[src/rtl/cam_pkg.sv]
// rtl/cam_pkg.sv - shared types and constants for the camera capture sequencer
// Holds the FSM state encoding, the default frame geometry with its
// decimated output size, and the RGB565 pixel type.
package cam_pkg;

    localparam int H_ACTIVE_DEF = 640;
    localparam int V_ACTIVE_DEF = 480;
    localparam int DECIM_DEF    = 16;

    // Decimated output frame size for the default geometry.
    localparam int OUT_W = H_ACTIVE_DEF / DECIM_DEF;
    localparam int OUT_H = V_ACTIVE_DEF / DECIM_DEF;

    typedef logic [2:0] state_t;

    localparam state_t ST_IDLE    = 3'd0;
    localparam state_t ST_ARM     = 3'd1;
    localparam state_t ST_VBLANK  = 3'd2;
    localparam state_t ST_CAPTURE = 3'd3;
    localparam state_t ST_DONE    = 3'd4;

    typedef struct packed {
        logic [4:0] r;
        logic [5:0] g;
        logic [4:0] b;
    } rgb565_t;

endpackage

[src/rtl/cam_byte_packer.sv]
// rtl/cam_byte_packer.sv - pairs camera bytes into 16-bit pixels
// Ports:
//   clk, resetn  - pixel clock, synchronous active-low reset
//   en           - packing enabled; low clears the byte phase and hi latch
//   href, dat    - registered camera line-valid and byte
//   phase        - 1 when the high byte of a pixel is held
//   pix_valid    - high in the cycle the second byte is on dat
//   pix          - {first byte, second byte}, valid with pix_valid
module cam_byte_packer
    import cam_pkg::*;
(
    input  logic       clk,
    input  logic       resetn,
    input  logic       en,
    input  logic       href,
    input  logic [7:0] dat,
    output logic       phase,
    output logic       pix_valid,
    output rgb565_t    pix
);

    logic [7:0] hi;

    always_ff @(posedge clk) begin
        if (!resetn || !en) begin
            phase <= 1'b0;
            hi    <= 8'd0;
        end else if (href) begin
            phase <= ~phase;
            if (!phase) begin
                hi <= dat;
            end
        end
    end

    assign pix_valid = en & href & phase;
    assign pix       = {hi, dat};

endmodule

[src/rtl/cam_capture_ctrl.sv]
// rtl/cam_capture_ctrl.sv - frame-grab sequencer with decimated scratchpad writes
// Ports:
//   clk, resetn          - camera pixel clock, synchronous active-low reset
//   start, abort         - one-cycle control pulses (abort wins)
//   cam_vsync/href/dat   - IO-registered camera pins
//   wr_en/addr/data      - scratchpad write port, one RGB565 word per kept pixel
//   busy                 - ARM, VBLANK or CAPTURE
//   frame_done           - one-cycle pulse when a capture ends
//   err                  - sticky short-frame / odd-byte-line flag
module cam_capture_ctrl
    import cam_pkg::*;
#(
    parameter int H_ACTIVE = 640,
    parameter int V_ACTIVE = 480,
    parameter int DECIM    = 16,
    parameter int ADDR_W   = 11
) (
    input  logic              clk,
    input  logic              resetn,
    input  logic              start,
    input  logic              abort,
    input  logic              cam_vsync,
    input  logic              cam_href,
    input  logic [7:0]        cam_dat,
    output logic              wr_en,
    output logic [ADDR_W-1:0] wr_addr,
    output logic [15:0]       wr_data,
    output logic              busy,
    output logic              frame_done,
    output logic              err
);

    localparam int COL_W = $clog2(H_ACTIVE + 1);
    localparam int ROW_W = $clog2(V_ACTIVE + 1);

    state_t            state;
    logic              vs_q;
    logic              hr_q;
    logic [COL_W-1:0]  col;
    logic [ROW_W-1:0]  row;
    logic [ADDR_W-1:0] ptr;

    logic    vs_rise;
    logic    vs_fall;
    logic    hr_fall;
    logic    keep;
    logic    phase;
    logic    pix_valid;
    rgb565_t pix;

    assign vs_rise = cam_vsync & ~vs_q;
    assign vs_fall = ~cam_vsync & vs_q;
    assign hr_fall = ~cam_href & hr_q;

    // Decimation grid; col saturates at H_ACTIVE so overlong lines write nothing.
    assign keep = ((int'(col) % DECIM) == 0) && ((int'(row) % DECIM) == 0)
                  && (int'(col) < H_ACTIVE);

    // Packer is held cleared outside CAPTURE and on every line end, which
    // discards a dangling odd byte.
    cam_byte_packer u_packer (
        .clk       (clk),
        .resetn    (resetn),
        .en        ((state == ST_CAPTURE) && !hr_fall),
        .href      (cam_href),
        .dat       (cam_dat),
        .phase     (phase),
        .pix_valid (pix_valid),
        .pix       (pix)
    );

    always_ff @(posedge clk) begin
        if (!resetn) begin
            state   <= ST_IDLE;
            vs_q    <= 1'b0;
            hr_q    <= 1'b0;
            col     <= '0;
            row     <= '0;
            ptr     <= '0;
            wr_en   <= 1'b0;
            wr_addr <= '0;
            wr_data <= 16'd0;
            err     <= 1'b0;
        end else begin
            vs_q  <= cam_vsync;
            hr_q  <= cam_href;
            wr_en <= 1'b0;
            if (abort) begin
                state <= ST_IDLE;
            end else begin
                case (state)
                    ST_IDLE: begin
                        if (start) begin
                            state   <= ST_ARM;
                            err     <= 1'b0;
                            col     <= '0;
                            row     <= '0;
                            ptr     <= '0;
                            wr_addr <= '0;
                        end
                    end
                    ST_ARM: begin
                        // Waiting for a rising vsync skips any partial frame.
                        if (vs_rise) begin
                            state <= ST_VBLANK;
                        end
                    end
                    ST_VBLANK: begin
                        if (vs_fall) begin
                            state <= ST_CAPTURE;
                            row   <= '0;
                            col   <= '0;
                        end
                    end
                    ST_CAPTURE: begin
                        if (pix_valid) begin
                            if (keep) begin
                                wr_en   <= 1'b1;
                                wr_data <= pix;
                                wr_addr <= ptr;
                                ptr     <= ptr + 1'b1;
                            end
                            if (int'(col) < H_ACTIVE) begin
                                col <= col + 1'b1;
                            end
                        end
                        // Line end is resolved before a coincident vsync rise,
                        // so a frame completing on that cycle is not an error.
                        if (hr_fall) begin
                            row <= row + 1'b1;
                            col <= '0;
                            if (phase) begin
                                err <= 1'b1;
                            end
                            if (int'(row) + 1 == V_ACTIVE) begin
                                state <= ST_DONE;
                            end else if (vs_rise) begin
                                err   <= 1'b1;
                                state <= ST_DONE;
                            end
                        end else if (vs_rise) begin
                            err   <= 1'b1;
                            state <= ST_DONE;
                        end
                    end
                    ST_DONE: begin
                        state <= ST_IDLE;
                    end
                    default: begin
                        state <= ST_IDLE;
                    end
                endcase
            end
        end
    end

    assign busy       = (state == ST_ARM) || (state == ST_VBLANK) || (state == ST_CAPTURE);
    assign frame_done = (state == ST_DONE);

endmodule

[config.mk]
export PLATFORM = sky130hd
export DESIGN_NAME = cam_capture_ctrl
export DESIGN_NICKNAME = d
export VERILOG_FILES = /design/src/rtl/cam_pkg.sv /design/src/rtl/cam_byte_packer.sv /design/src/rtl/cam_capture_ctrl.sv
export SDC_FILE = /design/constraint.sdc
export NUM_CORES = 1
export LEC_CHECK = 0
export CORE_MARGIN = 1
export CORE_UTILIZATION = 59
export CTS_CLUSTER_SIZE = 28
export DETAILED_ROUTE_END_ITERATION = 7
export PLACE_DENSITY_LB_ADDON = 0.1
export SYNTH_ARGS = -nofsm -noshare
export SYNTH_HDL_FRONTEND = slang
export SYNTH_SLANG_ARGS = --single-unit
[constraint.sdc]
create_clock -name clk -period 2.89 [get_ports clk]
set_input_delay 0.4335 -clock clk [delete_from_list [all_inputs] [get_ports clk]]
set_output_delay 0.4335 -clock clk [all_outputs]
set_load 0.02 [all_outputs]
==> impl_metrics.json, run 1 <==
{
  "status": "finished, violations left",
  "failed_checks": "design-rule violations",
  "io_buffers": 44,
  "syn_inst": 413,
  "crit_required_ns": 2.46,
  "p_int_w": 0.00148,
  "hold_slack_ns": 0.448,
  "min_from": "u_packer.hi[5]$_SDFFE_PP0P_",
  "p_sw_frac": 0.240,
  "wl_met2_mm": 3.53,
  "fin_skew_ns": 0.0164,
  "vias": 3059,
  "synth_edf_count": 0,
  "yosysTopAreaCellShare": 0.434,
  "pwr-share-clk": 0.422,
  "irDropWorstVdd_v": 0.000505,
  "diodes": 0,
  "clkTransAtPathRegs_ns": 0.08,
  "clock_path_buffers": 2,
  "cp_slowest_cell": "clkdlybuf4s50_1",
  "track_usage": 0.257,
  "hpwl_mm": 5.04,
  "cts_inserted_buffers": 9,
  "max_slew_margin": 0.462,
  "synth_top_cells_by_count": "nand2_1 (81), dfxtp_1 (73), a21oi_1 (54)",
  "wl_met1_mm": 3.41,
  "timing.final.crit_share": 0.882,
  "cts_hold_buf": 0,
  "drive_gt1_frac": 0.0674,
  "drc": 2,
  "syn_area_um2": 3370,
  "hold_viol": 0,
  "grt_pass1_vias": 2662,
  "crit_arrival_ns": 2.11,
  "syn_to_final_growth_pct": 20.4,
  "final_nets": 474,
  "crit_fanout": 16,
  "path_cells": "nor2_1 > and2_1 > clkdlybuf4s50_1",
  "dr.first_iter.drc_count": 152,
  "power.leakage_nw": 1.34,
  "timing.setup.tns_ns": 0,
  "switchingPower_w": 0.000467,
  "die_h_um": 77.5,
  "finalMaxSlewViolations": 0,
  "startpoint_type": "flip-flop",
  "wl_per_cell_um": 13.8,
  "clock_sinks": 73,
  "wl_mm": 7.35,
  "multi_input_area_um2": 1760,
  "die_w_um": 77.5,
  "synth_most_common_cell": "nand2_1",
  "end_kind": "output pin",
  "grt_max_degree": 33,
  "power.sequential.fraction": 0.521,
  "clkLatencyLatePin_ns": 0.35,
  "cts-resized-gates": 0,
  "ys_types": 57,
  "rows": 27,
  "core_area_um2": 5510,
  "rsz0062_at_grt": "no",
  "via_per_inst": 5.75,
  "top_layer": "met4",
  "synth_ff_type": "dfxtp_1",
  "dieArea_um2": 6010,
  "fill_cells": 440,
  "first_pass_iters": 7,
  "syn-num-nets": 432,
  "grt_pass1_wl_mm": 12.3,
  "cts_tree": "yes",
  "ys_ff_latch": 73,
  "crit_start": "state[1]$_SDFFE_PP0P_",
  "min_period_ns": 2.55,
  "min_path_type": "reg2reg",
  "ant_nets": 0,
  "place.gp.congestion": 0.876,
  "synth.area.top_cells": "dfxtp_1 (43%), nand2_1 (9.0%), a21oi_1 (8.0%)",
  "post_cts_buffers": 0,
  "power_frac_comb": 0.057,
  "yosysWarningCount": 0,
  "h-tree-depth": 3,
  "root_buffer": "clkbuf_8",
  "antenna_found_initial": 0,
  "drv_cap": 0,
  "yosys.area.top_type": "dfxtp_1",
  "worst_pin_slew_ns": 0.807,
  "crit_type": "reg2out",
  "avgSynthCellArea_um2": 8.15,
  "grt-ovfl-total": 0,
  "setup_viol": 0,
  "max_clock_freq_mhz": 392,
  "routed-wl-met3_um": 300,
  "slowest_delay_ns": 0.59,
  "seqCellArea_um2": 1460,
  "powerDensity_nw_per_um2": 480,
  "async_flop_share": 0,
  "ys_seq_area_frac": 0.434,
  "timing.rr.start": "row[0]$_SDFFE_PN0P_",
  "start_util": 0.611,
  "io_pins": 45
}
-- final timing paths --
check | to | slack [ns] | cells after the start
setup / recovery | frame_done | 0.34 | 3
setup reg to reg | ptr[5]$_SDFFE_PN0P_ | 0.59 | 7
hold reg to reg | wr_data[13]$_SDFFE_PN0P_ | 0.45 | 2
hold / removal | wr_data[13]$_SDFFE_PN0P_ | 0.45 | 2
-- critical path, delay by kind of cell (launching register included) --
family	cells	cell delay (ns)
DFF	1	0.46
and+or+nand+nor	2	0.73
buffers and inverters	1	0.59
-- cell families after synthesis --
group	share of synthesized area
mux	0.0149
flops	0.434
xor+xnor	0.0208
compound gates	0.175
fa+ha+maj	0.0186
buf+inv	0.0435
simple gates	0.293
-- final cells by class --
type | count | share of cell area
inverter | 12 | 0.0111
timing repair buffer | 51 | 0.122
tap | 72 | 0.0222
sequential | 73 | 0.361
multi-input combinational | 308 | 0.434
clock inverter | 5 | 0.0154
clock buffer | 11 | 0.0349
-- metal layers --
metal  up-vias  GRT usage
li1       1548          -
met1      1423      0.338
met2        78      0.419
met3        10     0.0459
met4         0      0.100
met5         -          0
-- through the flow --
step,cells,instance area [um2],worst slack (ns),power [W],util
2_1_floorplan,413,3370,1.08,0.00111,-
3_3_place_gp,516,3850,0.409,0.00115,0.699
3_5_place_dp,516,3850,0.343,0.00115,0.699
4_1_cts,532,4050,0.351,0.00196,0.736
5_1_grt,532,4050,0.217,0.00202,0.736
6_report,532,4050,0.342,0.00195,0.736
-- flip-flops by register name, summed over array words and instances, names as in the netlist, 3 cells and up --
register,flops
wr_addr,11
ptr,11
u_packer.hi,8
wr_data,16
col,10
row,9
state,3
-- placed cells by master (no fill, tap or decap), types with 6 or more instances in the layout --
master and instances:
or4_1 8, nand2_1 81, nor2b_1 9, inv_1 12
buf_4 7, clkbuf_8 10, nand3_1 23, a21oi_1 54
o31ai_1 8, clkdlybuf4s50_1 44, nor3_1 6, o21ai_0 12
xor2_1 7, nand4_1 7, and3_1 7, dfxtp_1 73
nor2_1 19
-- power groups by stage --
stage               clock, W  combinational [W]  sequential, W
finish              0.000820           0.000111        0.00101
floorplan                  0          0.0000709        0.00104
global route        0.000880           0.000122        0.00101
detailed placement         0           0.000111        0.00104
CTS                 0.000830           0.000112        0.00101
global placement           0           0.000110        0.00104
Power figures use the tool's default switching activity.
==> inputs of run 2 (changes only) <==
Settings changed: CELL_PAD_IN_SITES_DETAIL_PLACEMENT from default to 0, CELL_PAD_IN_SITES_GLOBAL_PLACEMENT from default to 1, CORE_UTILIZATION 59 to 32, TNS_END_PERCENT from default to 1.
==> run 2 against run 1 <==
Against the previous run: the run now ends clean; routed wire length up 12%; non-clock buffer count up 3; power up 1.9%; final cell count up 13%; largest power group unchanged; utilization down 33 points; die area up 82%; clock-buffer cell count unchanged; sequential power about the same; via count down 1.9%; clock power up 4.0%.
==> impl_metrics.json, run 2 (synthesis results as in run 1) <==
{
  "max_slew_margin": 0.586,
  "die_h_um": 105,
  "path_cells": "nor2_1 > and2_1 > clkdlybuf4s50_1",
  "dpl.cell_count": 583,
  "min_period_ns": 2.57,
  "timing.setup.tns_ns": 0,
  "drv_cap": 0,
  "final_cell_mix": "nand2_1 (81), dfxtp_1 (73), a21oi_1 (54)",
  "crit_buf_inv": 1,
  "max_clock_freq_mhz": 389,
  "wl_per_cell_um": 13.8,
  "cts_tree": "yes",
  "regMostFlops": "wr_data",
  "crit_required_ns": 2.46,
  "core_area_um2": 10300,
  "fin_skew_ns": 0.0103,
  "setup_viol": 0,
  "final_common_cell": "nand2_1",
  "crit_arrival_ns": 2.14,
  "fin_ws_ns": 0.321,
  "ant_nets": 0,
  "timing.final.crit_share": 0.889,
  "irDropWorstVdd_v": 0.000178,
  "crit_family": "simple AND/OR/NAND/NOR gates",
  "hpwl_mm": 5.80,
  "track_usage": 0.158,
  "cts_inserted_buffers": 9,
  "clock_sinks": 73,
  "grt_max_degree": 18,
  "power.leakage_nw": 1.35,
  "crit_type": "reg2out",
  "syn_to_final_growth_pct": 23.7,
  "drive_gt1_frac": 0.0756,
  "grt-ovfl-total": 0,
  "powerDensity_nw_per_um2": 476,
  "vias": 3001,
  "dieArea_um2": 10900,
  "cts_hold_buf": 0,
  "slowest_delay_ns": 0.59,
  "largest_register_ffs": 16,
  "root_buffer": "clkbuf_8",
  "fin_area_um2": 4160,
  "first_pass_iters": 4,
  "crit_fanout": 16,
  "rows": 37,
  "io_buffers": 44,
  "io_pins": 45,
  "start_util": 0.328,
  "h-tree-depth": 3,
  "wl_mm": 8.26,
  "finalMaxSlewViolations": 0,
  "hold_viol": 0,
  "clock_path_buffers": 2,
  "grt_pass1_vias": 2803,
  "clkLatencyLatePin_ns": 0.35,
  "grt_pass1_wl_mm": 13.9,
  "place_area_um2": 3950,
  "cts-resized-gates": 0,
  "dp_slack_ns": 0.277,
  "clkTransAtPathRegs_ns": 0.08,
  "end_kind": "output pin",
  "fin_cells": 599,
  "drc": 0,
  "antenna_found_initial": 0,
  "top_regs": "wr_data x16, ptr x11, wr_addr x11",
  "worst_pin_slew_ns": 0.620,
  "status": "finished, final reports clean",
  "post_cts_buffers": 0,
  "dr.first_iter.drc_count": 108,
  "final_nets": 477,
  "cp_slowest_cell": "clkdlybuf4s50_1",
  "startpoint_type": "flip-flop",
  "min_path_type": "reg2reg",
  "via_per_inst": 5.01,
  "rsz0062_at_grt": "no",
  "die_w_um": 105,
  "place.gp.congestion": 0.800,
  "diodes": 0
}
## run 2: per-layer routing
metal | wire [um] | global-route usage | share of wire
met1 | 3940 | 0.205 | 0.48
met3 | 248 | 0.0287 | 0.030
met4 | 120 | 0.0674 | 0.015
met5 | 0 | 0 | 0
met2 | 3950 | 0.258 | 0.48
## run 2: path summary, 6_finish.rpt
check,slack (ns),cells after the start,endpoint,start
setup / recovery,0.32,3,frame_done,state[1]$_SDFFE_PP0P_
hold / removal,0.45,2,wr_data[1]$_SDFFE_PN0P_,wr_data[1]$_SDFFE_PN0P_
setup reg to reg,0.71,7,ptr[5]$_SDFFE_PN0P_,row[0]$_SDFFE_PN0P_
hold reg to reg,0.45,2,wr_data[1]$_SDFFE_PN0P_,wr_data[1]$_SDFFE_PN0P_
## run 2: worst min-delay path, stage by stage, from the launching register on
cell	delay, ns
dfxtp_1	0.31
nand2_1	0.05
a21oi_1	0.05
## run 2: metrics by stage
step	util	hold slack (ns)	total power, W
floorplan	-	0.434	0.00111
global placement	0.384	0.439	0.00115
detailed placement	0.384	0.443	0.00115
CTS	0.405	0.455	0.00202
global route	0.405	0.475	0.00209
finish	0.405	0.452	0.00198
## run 2: cell type report
cell class | count | area [um2]
clock inverter | 5 | 61.3
inverter | 12 | 45.0
clock buffer | 11 | 151
multi-input combinational | 308 | 1760
sequential | 73 | 1460
tap | 136 | 170
fill | 1081 | 6110
timing repair buffer | 54 | 515
## run 2: power breakdown
group / switching [W] / leakage [nW] / internal (W)
clock network: 0.000404 / 0.0982 / 0.000449
logic: 0.0000713 / 0.666 / 0.0000451
registers: 0.00000490 / 0.589 / 0.00101
total: 0.000480 / 1.35 / 0.00150
==> inputs of run 3 (changes only) <==
Settings changed: SKIP_CTS_REPAIR_TIMING from default to 1.
==> results of run 3 <==
Same layout as run 2: the final DEF is identical, and so are final timing and power.
